File: config.mk
export PLATFORM = sky130hd
export DESIGN_NAME = mem_bus_arbiter
export DESIGN_NICKNAME = d
export VERILOG_FILES = /design/src/rtl/mem_bus_arbiter_pkg.sv /design/src/rtl/mem_bus_arbiter.sv
export SDC_FILE = /design/constraint.sdc
export NUM_CORES = 1
export LEC_CHECK = 0
export CAP_MARGIN = 0
export CORE_ASPECT_RATIO = 2
export CORE_MARGIN = 2
export CORE_UTILIZATION = 41
export DETAILED_ROUTE_END_ITERATION = 10
export GPL_ROUTABILITY_DRIVEN = 0
export PLACE_DENSITY = 0.92
export SYNTH_ARGS = -nofsm -noshare
export SYNTH_HDL_FRONTEND = slang
export SYNTH_SLANG_ARGS = --single-unit
File: constraint.sdc
create_clock -name clk -period 1.9 [get_ports clk]
set_input_delay 0.285 -clock clk [delete_from_list [all_inputs] [get_ports clk]]
set_output_delay 0.285 -clock clk [all_outputs]
set_load 0.005 [all_outputs]
File: src/rtl/mem_bus_arbiter_pkg.sv
// Shared definitions for the fetch/LSU memory bus arbiter: FSM states,
// default starvation limit and the memory command payload.
package mem_bus_arbiter_pkg;

    localparam int STARVE_LIMIT_DEFAULT = 4;

    typedef enum logic [1:0] {
        ARB_IDLE     = 2'd0,
        ARB_BUSY_IF  = 2'd1,
        ARB_BUSY_LSU = 2'd2
    } arb_state_t;

    typedef struct packed {
        logic        we;
        logic [3:0]  be;
        logic [31:0] addr;
        logic [31:0] wdata;
    } mem_cmd_t;

    // Instruction fetch is always a full-word read.
    function automatic mem_cmd_t fetch_cmd(input logic [31:0] addr);
        mem_cmd_t c;
        c.we    = 1'b0;
        c.be    = 4'hF;
        c.addr  = addr;
        c.wdata = 32'h0;
        return c;
    endfunction

endpackage

File: src/rtl/mem_bus_arbiter.sv
// Two-requester (fetch, LSU) arbiter onto a single-outstanding memory port.
// LSU has priority; fetch is forced through after STARVE_LIMIT consecutive losses.
module mem_bus_arbiter
    import mem_bus_arbiter_pkg::*;
#(
    parameter int STARVE_LIMIT = STARVE_LIMIT_DEFAULT
) (
    input  logic        clk,
    input  logic        rst,
    input  logic        if_req,
    input  logic [31:0] if_addr,
    output logic        if_gnt,
    output logic        if_rvalid,
    output logic [31:0] if_rdata,
    input  logic        lsu_req,
    input  logic        lsu_we,
    input  logic [3:0]  lsu_be,
    input  logic [31:0] lsu_addr,
    input  logic [31:0] lsu_wdata,
    output logic        lsu_gnt,
    output logic        lsu_rvalid,
    output logic [31:0] lsu_rdata,
    output logic        mem_req,
    output logic        mem_we,
    output logic [3:0]  mem_be,
    output logic [31:0] mem_addr,
    output logic [31:0] mem_wdata,
    input  logic        mem_ack,
    input  logic [31:0] mem_rdata
);

    localparam logic [2:0] LIMIT = 3'(STARVE_LIMIT);

    arb_state_t  state_q, state_d;
    logic [2:0]  starve_q, starve_d;
    mem_cmd_t    cmd_q, cmd_d;
    logic        mem_req_q, mem_req_d;
    logic        if_gnt_q, if_gnt_d;
    logic        lsu_gnt_q, lsu_gnt_d;
    logic        if_rvalid_q, if_rvalid_d;
    logic        lsu_rvalid_q, lsu_rvalid_d;
    logic [31:0] if_rdata_q, if_rdata_d;
    logic [31:0] lsu_rdata_q, lsu_rdata_d;

    logic fetch_forced;
    logic lsu_wins;

    assign fetch_forced = if_req && (starve_q == LIMIT);
    assign lsu_wins     = lsu_req && !fetch_forced;

    always_comb begin
        state_d      = state_q;
        starve_d     = starve_q;
        cmd_d        = cmd_q;
        mem_req_d    = mem_req_q;
        if_gnt_d     = 1'b0;
        lsu_gnt_d    = 1'b0;
        if_rvalid_d  = 1'b0;
        lsu_rvalid_d = 1'b0;
        if_rdata_d   = if_rdata_q;
        lsu_rdata_d  = lsu_rdata_q;

        case (state_q)
            ARB_IDLE: begin
                // mem_ack here is either stray or stale after reset: ignored.
                if (lsu_wins) begin
                    state_d   = ARB_BUSY_LSU;
                    cmd_d     = '{we: lsu_we, be: lsu_be, addr: lsu_addr, wdata: lsu_wdata};
                    mem_req_d = 1'b1;
                    lsu_gnt_d = 1'b1;
                    if (if_req && starve_q != LIMIT)
                        starve_d = starve_q + 3'd1;
                end else if (if_req) begin
                    state_d   = ARB_BUSY_IF;
                    cmd_d     = fetch_cmd(if_addr);
                    mem_req_d = 1'b1;
                    if_gnt_d  = 1'b1;
                    starve_d  = 3'd0;
                end
            end
            ARB_BUSY_IF: begin
                if (mem_ack) begin
                    state_d     = ARB_IDLE;
                    mem_req_d   = 1'b0;
                    if_rvalid_d = 1'b1;
                    if_rdata_d  = mem_rdata;
                end
            end
            ARB_BUSY_LSU: begin
                if (mem_ack) begin
                    state_d      = ARB_IDLE;
                    mem_req_d    = 1'b0;
                    lsu_rvalid_d = 1'b1;
                    // Writes leave the last read value visible.
                    if (!cmd_q.we)
                        lsu_rdata_d = mem_rdata;
                end
            end
            default: state_d = ARB_IDLE;
        endcase
    end

    always_ff @(posedge clk) begin
        if (rst) begin
            state_q      <= ARB_IDLE;
            starve_q     <= 3'd0;
            cmd_q        <= '0;
            mem_req_q    <= 1'b0;
            if_gnt_q     <= 1'b0;
            lsu_gnt_q    <= 1'b0;
            if_rvalid_q  <= 1'b0;
            lsu_rvalid_q <= 1'b0;
            if_rdata_q   <= 32'h0;
            lsu_rdata_q  <= 32'h0;
        end else begin
            state_q      <= state_d;
            starve_q     <= starve_d;
            cmd_q        <= cmd_d;
            mem_req_q    <= mem_req_d;
            if_gnt_q     <= if_gnt_d;
            lsu_gnt_q    <= lsu_gnt_d;
            if_rvalid_q  <= if_rvalid_d;
            lsu_rvalid_q <= lsu_rvalid_d;
            if_rdata_q   <= if_rdata_d;
            lsu_rdata_q  <= lsu_rdata_d;
        end
    end

    assign if_gnt     = if_gnt_q;
    assign lsu_gnt    = lsu_gnt_q;
    assign if_rvalid  = if_rvalid_q;
    assign lsu_rvalid = lsu_rvalid_q;
    assign if_rdata   = if_rdata_q;
    assign lsu_rdata  = lsu_rdata_q;
    assign mem_req    = mem_req_q;
    assign mem_we     = cmd_q.we;
    assign mem_be     = cmd_q.be;
    assign mem_addr   = cmd_q.addr;
    assign mem_wdata  = cmd_q.wdata;

endmodule
==> results of run 1 <==
layout by cell type, fill, tap and decap left out:
cell and instances:
o211ai_1 1, and3b_1 2, o21ai_1 29, o21a_2 1, clkinv_4 1, nand3_2 1, nor2_1 43, and2_1 2
clkdlybuf4s50_1 273, o21ai_4 1, nand3b_1 1, nor2b_1 1, dfxtp_1 143, buf_2 1, nor3_1 1, inv_1 5
a21oi_1 102, and3_1 1, bufinv_16 4, nor2_2 1, buf_12 11, nand4_1 36, inv_6 4, nor3b_1 1
nand4b_1 2, a211oi_2 20, a31oi_1 33, o21ai_0 5, buf_4 10, a211oi_1 17, nand2b_1 1, nand2_1 167
clkbuf_16 17, inv_8 4, ha_1 5, clkinv_8 2
metrics by stage:
stage / power, mW / util, % / hold WS [ns] / instances
2_1_floorplan: 4.09 / - / 0.399 / 690
3_3_place_gp: 4.95 / 62.5 / 0.441 / 1074
3_5_place_dp: 5.00 / 62.5 / 0.447 / 1074
4_1_cts: 8.74 / 67.4 / 0.338 / 1106
5_1_grt: 9.00 / 67.4 / 0.373 / 1106
6_report: 8.68 / 67.4 / 0.352 / 1106
area by class of cell:
class	count	area, um^2
fillers	1006	4480
repair buffers	295	3030
flip-flops and latches	143	2860
multi-input cells	474	2480
clock buffers	17	425
clock inverters	15	241
well taps	157	196
inverters	5	18.8
flip-flops by register name, summed over array words and instances, names as in the netlist:
| register | cells |
|---|---|
| if_rdata | 32 |
| lsu_rdata | 32 |
| mem_addr | 32 |
| mem_wdata | 32 |
| mem_be | 4 |
| starve_q | 3 |
| state_q | 2 |
| if_gnt | 1 |
| if_rvalid | 1 |
| lsu_gnt | 1 |
| lsu_rvalid | 1 |
| mem_req | 1 |
| mem_we | 1 |
critical path, stage by stage, from the launching register on:
cell and delay [ns]:
dfxtp_1 0.33, inv_1 0.08, ha_1 0.42, o21a_2 0.24, buf_12 0.20, a21oi_1 0.09
a211oi_1 0.20
report_power, final:
part | switching, mW | leakage (nW) | internal [mW]
Sequential | 0.117 | 1.17 | 3.21
Combinational | 0.714 | 1.78 | 0.896
Clock | 1.46 | 0.326 | 2.28
Total | 2.29 | 3.27 | 6.39
path summary, 6_finish.rpt:
| kind | to | slack (ns) | depth (start not counted) |
|---|---|---|---|
| worst max-delay path | mem_req | 0.24 | 6 |
| worst min-delay path | lsu_rvalid | 0.35 | 2 |
| worst max register to register | mem_req | 0.24 | 6 |
| worst min register to register | if_rdata[29] | 0.46 | 2 |
metal layers:
layer,vias to the layer above,global-route usage (%),wire [um]
met1,2833,27.0,6880
met5,-,0,0
li1,2888,-,-
met2,365,40.6,9190
met3,30,7.38,2020
met4,0,9.03,387
cell families (layout without fill, tap and decap cells):
family	count (synthesis)	count (layout)	share of synthesized area [%]
flops	143	143	50.1
fa+ha+maj	5	5	1.10
buf+inv	73	332	6.51
compound gates	209	209	22.7
simple gates	260	260	19.5
==> metrics list, run 1 <==
- Post-CTS Setup Bufs: 0
- After synthesis, the share of flip-flops with an asynchronous set or reset is 0%.
- Synthesis produced ~700 cells.
- Layout Area Growth over Synthesis: 62.1%
- Crit path max fanout: 38
* Sink Count: 143
* Via count of the first global-routing pass: 5740
- nand2_1 is the most common cell in the netlist.
- After the first detailed-routing iteration, the DRC count stood at 355.
- The initial utilization of the core area, before any placement, comes to 41.6%.
* Top-Level Pins: around 280
- Across all setup checks in the final design, the least slack found is 0.243 ns.
* CTS tree: built
* Average wire per standard cell: 16.7 um
* PwrDens: 938 nW/um^2
- For this run, design rule violations remaining after detail routing come to 0.
- Placeable core area: 13700 um^2
- Gr usage total: 23.7%
* Peak Freq: 603 MHz
* Post-synth cell types: 31
* Crit path capture type: register
* Worst IR Drop VDD: 0.733 mV
- Sequential cell area fraction in the yosys report: about half
* Most frequent cells after synthesis: nand2_1, dfxtp_1, a21oi_1
- Total nets after synthesis: roughly 830
* Critical Path AT: around 2.0 ns
- The routed design has roughly 18 mm of wire.
- Final count of hold timing violations: 0
- In this run the biggest area consumer among cell types represents 50.1% of the synthesized area.
- Slew Viols, Final: 0
- TritonCTS Buffers: 17
- Relative slew margins: 61.5%
- The tool flagged a number of max-cap violations equal to 0.
* Transition time at the pin with the least slew margin: between 0.5 and 0.6 ns
- Final antenna-violating net count: 0
- Once detailed placement completed, the half-perimeter wirelength came to between 10 and 15 mm.
* Summed area of non-filler cells in the final layout: a little over 9000 um^2
- The first TritonRoute pass finished after 5 iterations.
- Setup repair after global routing missed its margin: no
* Worst setup path category: reg2reg
- In this run, synthesis inferred 0 flip-flops with an integrated enable.
- Fraction of layout instances using a drive strength above 1: 8.22%
- The repair_antennas step left the layout with diodes totalling 0.
- The total overflow left after global routing is 0.
* Count of input and output buffers: around 280
- Clock Path Buffers: 2
- Setup skew after layout: 0.00688 ns
* Warning count from the yosys run: 0
- The floorplan has between 60 and 70 rows.
- After synthesis, the cell types taking the most area are dfxtp_1, nand2_1, a21oi_1.
- The synthesized netlist occupies a cell area of 5710 um^2.
* Final TNS setup: 0 ns
- Ratio of final minimum period to clock period: 87.2%
- Die span in y: 171 um
* Number of antenna violations at the first check in global routing: 0
- Counting I/O delays and the setup requirement, the final critical path takes approximately 1.7 ns.
- Mapped Avg Cell Area: 8.28 um^2
- In this run, synthesis produced a sequential element count of 143.
- Using the TritonRoute via totals, the vias-per-cell ratio works out to 5.53.
* Cell area reported after detailed placement: 8590 um^2
- First element of the critical path: state_q[0]
* Number of vias after detailed routing: 6116
* Setup Viol. Count Final: 0
* Pleak: 3.27 nW
- Entering global routing, the biggest net connects 47 pins.
* Clk Tree Root Cell: clkbuf_16
- At the worst endpoint, the required time is 2.23 ns.
* Commonest register cell after synthesis: dfxtp_1
- Post-cts gate resize count: 0
* Cell type with the largest total area after synthesis: dfxtp_1
- First-pass GRT wire length: roughly 28 mm
- RR Startpoint: state_q[0]
- Clock latency on the worst-skew pair: 0.42 ns
* Setup Slack @ Placement: 0.0411 ns
- The run finished with clean final reports.
* Startpoint of the most critical hold path: rst
- Worst hold path class: in2reg
- Nets@finish: 1079
- H-tree lvl count: 4
* Hold buffers post-CTS: 0
* Horizontal die dimension: 87.5 um
* Die footprint: 14900 um^2
* Startpoint class of the critical path: register
* Clock Pin Slew Worst Setup and Hold Paths: roughly 0.06 ns
No activity file was read; power rests on OpenSTA's default activity.
==> run 2, diff against run 1 <==
- CTS_CLUSTER_SIZE: unset -> 28
- SETUP_SLACK_MARGIN: unset -> 0.1
==> results of run 2 <==
Same layout as run 1: the final DEF is identical, and so are final timing and power.
==> run 3, diff against run 2 <==
- CORE_MARGIN: 2 -> unset
==> metrics list, run 3 (synthesis results as in run 1) <==
* Transition time at the pin with the least slew margin: 0.389 ns
- Clock Path Buffers: 2
- Of the cells placed in the final design, the portion with a size suffix greater than 1 is roughly 8.1%.
- Hold repair after CTS inserted 0 buffers.
* Worst hold stages: 2
* Die span in y: 169 um
* First-pass GRT wire length: 29.0 mm
- Average wire per standard cell: 16.6 um
* CTS tree: built
* Total power after layout: around 8.4 mW
- Run status: completed
- Post-Layout Cell Count: between 1000 and 1500
- The cell sitting at the root of the clock tree is a clkbuf_16.
* Number of vias after detailed routing: 6001
- Peak Freq: approximately 630 MHz
* H-tree lvl count: 4
- Leaving out fill and tap cells, the most frequent cell in the layout is clkdlybuf4s50_1.
* R2R Path End: mem_addr[11]
- The final layout contains routed wiring with a total length of 18.4 mm.
* Row Count: 60
- The worst setup path is launched from a register.
- Setup skew after layout: approximately 0.012 ns
- First element of the critical path: state_q[0]
* Nets@finish: between 1000 and 1500
- Setup repair after global routing left no endpoint under its margin.
* Setup Viol. Count Final: 0
- The core region is 13500 um^2.
* Commonest cells after routing, fill and taps aside: clkdlybuf4s50_1, nand2_1, dfxtp_1
* Slew Viols, Final: 0
- Startpoint of the most critical hold path: rst
- Before antenna repair, the detailed router went through 5 iterations.
- RR Startpoint: state_q[0]
- PwrDens: 911 nW/um^2
- Count of input and output buffers: roughly 280
- Summed over all layers, the global routing overflow is 0.
- End of the worst hold path: mem_addr[12]
* Die footprint: 14400 um^2
- Critical Path AT: 1.90 ns
- Once the clock tree was built, the resizer swapped 0 gates to a different size.
* Count of placed standard cells including taps: ~1100
- 0 antenna diodes ended up in the layout.
- After clock tree synthesis, the clock-pin slew on the worst setup and hold paths is 0.06 ns.
- Post-CTS Setup Bufs: 0
* Via count of the first global-routing pass: between 5000 and 6000
* Minimum setup slack among reg-to-reg paths: 0.31 ns
- Across the VDD grid, the largest voltage drop is 0.584 mV.
- Crit path capture type: register
- Measured against its own limit, the worst slew margin works out to 74.1%.
- Dividing the detail-routed via count by the number of cells gives around 5.4.
* Top-Level Pins: 276
- Count of max-cap constraint violations: 0
- Largest net degree at the start of global routing: 60
- Clock latency on the worst-skew pair: 0.41 ns
- Detail Placement HPWL: 13.1 mm
- The area growth from synthesis to layout is 61.1%.
* Horizontal die dimension: between 80 and 90 um
- The worst setup path is of the reg2reg kind.
- After detailed routing, the number of remaining DRC violations is 0.
- Number of antenna violations at the first check in global routing: 0
* Final antenna-violating net count: 0
* Final TNS setup: 0 ns
- Gr usage total: 25.4%
- Required arrival time at the worst endpoint: between 2 and 2.5 ns
- First-iteration detailed-routing DRC count: 233
- Period minus WS final: 1.59 ns
- Final count of hold timing violations: 0
- For this design, the sink count on the clock tree is 143.
- TritonCTS Buffers: 17
- For the worst flop-to-flop path, the logic depth is 6.
- In this run the static leakage power is 3.24 nW.
* Worst hold path class: in2reg
- The final critical path takes up between 80% and 90% of the cycle.
- Crit path max fanout: 13
* Starting density of the core: 42.3%
## run 3: metrics by stage
step	hold WS [ns]	instance area, um^2	setup slack [ns]	utilization [%]
6_report	0.196	9200	0.307	68.1
3_3_place_gp	0.440	8590	0.108	63.6
5_1_grt	0.194	9200	0.146	68.1
4_1_cts	0.179	9200	0.280	68.1
2_1_floorplan	0.399	5710	0.491	-
3_5_place_dp	0.446	8590	0.0315	63.6
## run 3: worst max-delay path by stage
stage               slack, ns           end
CTS                      0.28  mem_addr[11]
global route             0.15  mem_wdata[6]
detailed placement       0.03   mem_addr[1]
global placement         0.11   mem_addr[2]
floorplan                0.49  mem_addr[23]
finish                   0.31  mem_addr[11]
## run 3: routing by layer
metal | track usage [%] | vias up | share of wire (%)
met5 | 0 | - | 0
met4 | 12.6 | 0 | 3.9
met3 | 4.88 | 46 | 4.9
met2 | 47.1 | 245 | 55
met1 | 26.8 | 2819 | 36
li1 | - | 2891 | -
## run 3: area by class of cell
class / count / area [um^2]
clock buffer: 19 / 433
clock inverter: 13 / 176
fill: 1065 / 4310
inverter: 5 / 18.8
multi-input combinational: 474 / 2480
sequential: 143 / 2860
tap: 155 / 194
timing repair buffer: 296 / 3040
## run 3: report_power, final
group	switching, mW	internal (mW)	total [mW]
clock	1.33	2.10	3.43
sequential	0.112	3.22	3.33
combinational	0.722	0.900	1.62
## run 3: critical path: stages, from the launching register on
cell and delay [ns]:
dfxtp_1 0.32, inv_1 0.08, ha_1 0.35, o21a_2 0.26, buf_4 0.20, nor2_1 0.06
a211oi_1 0.22
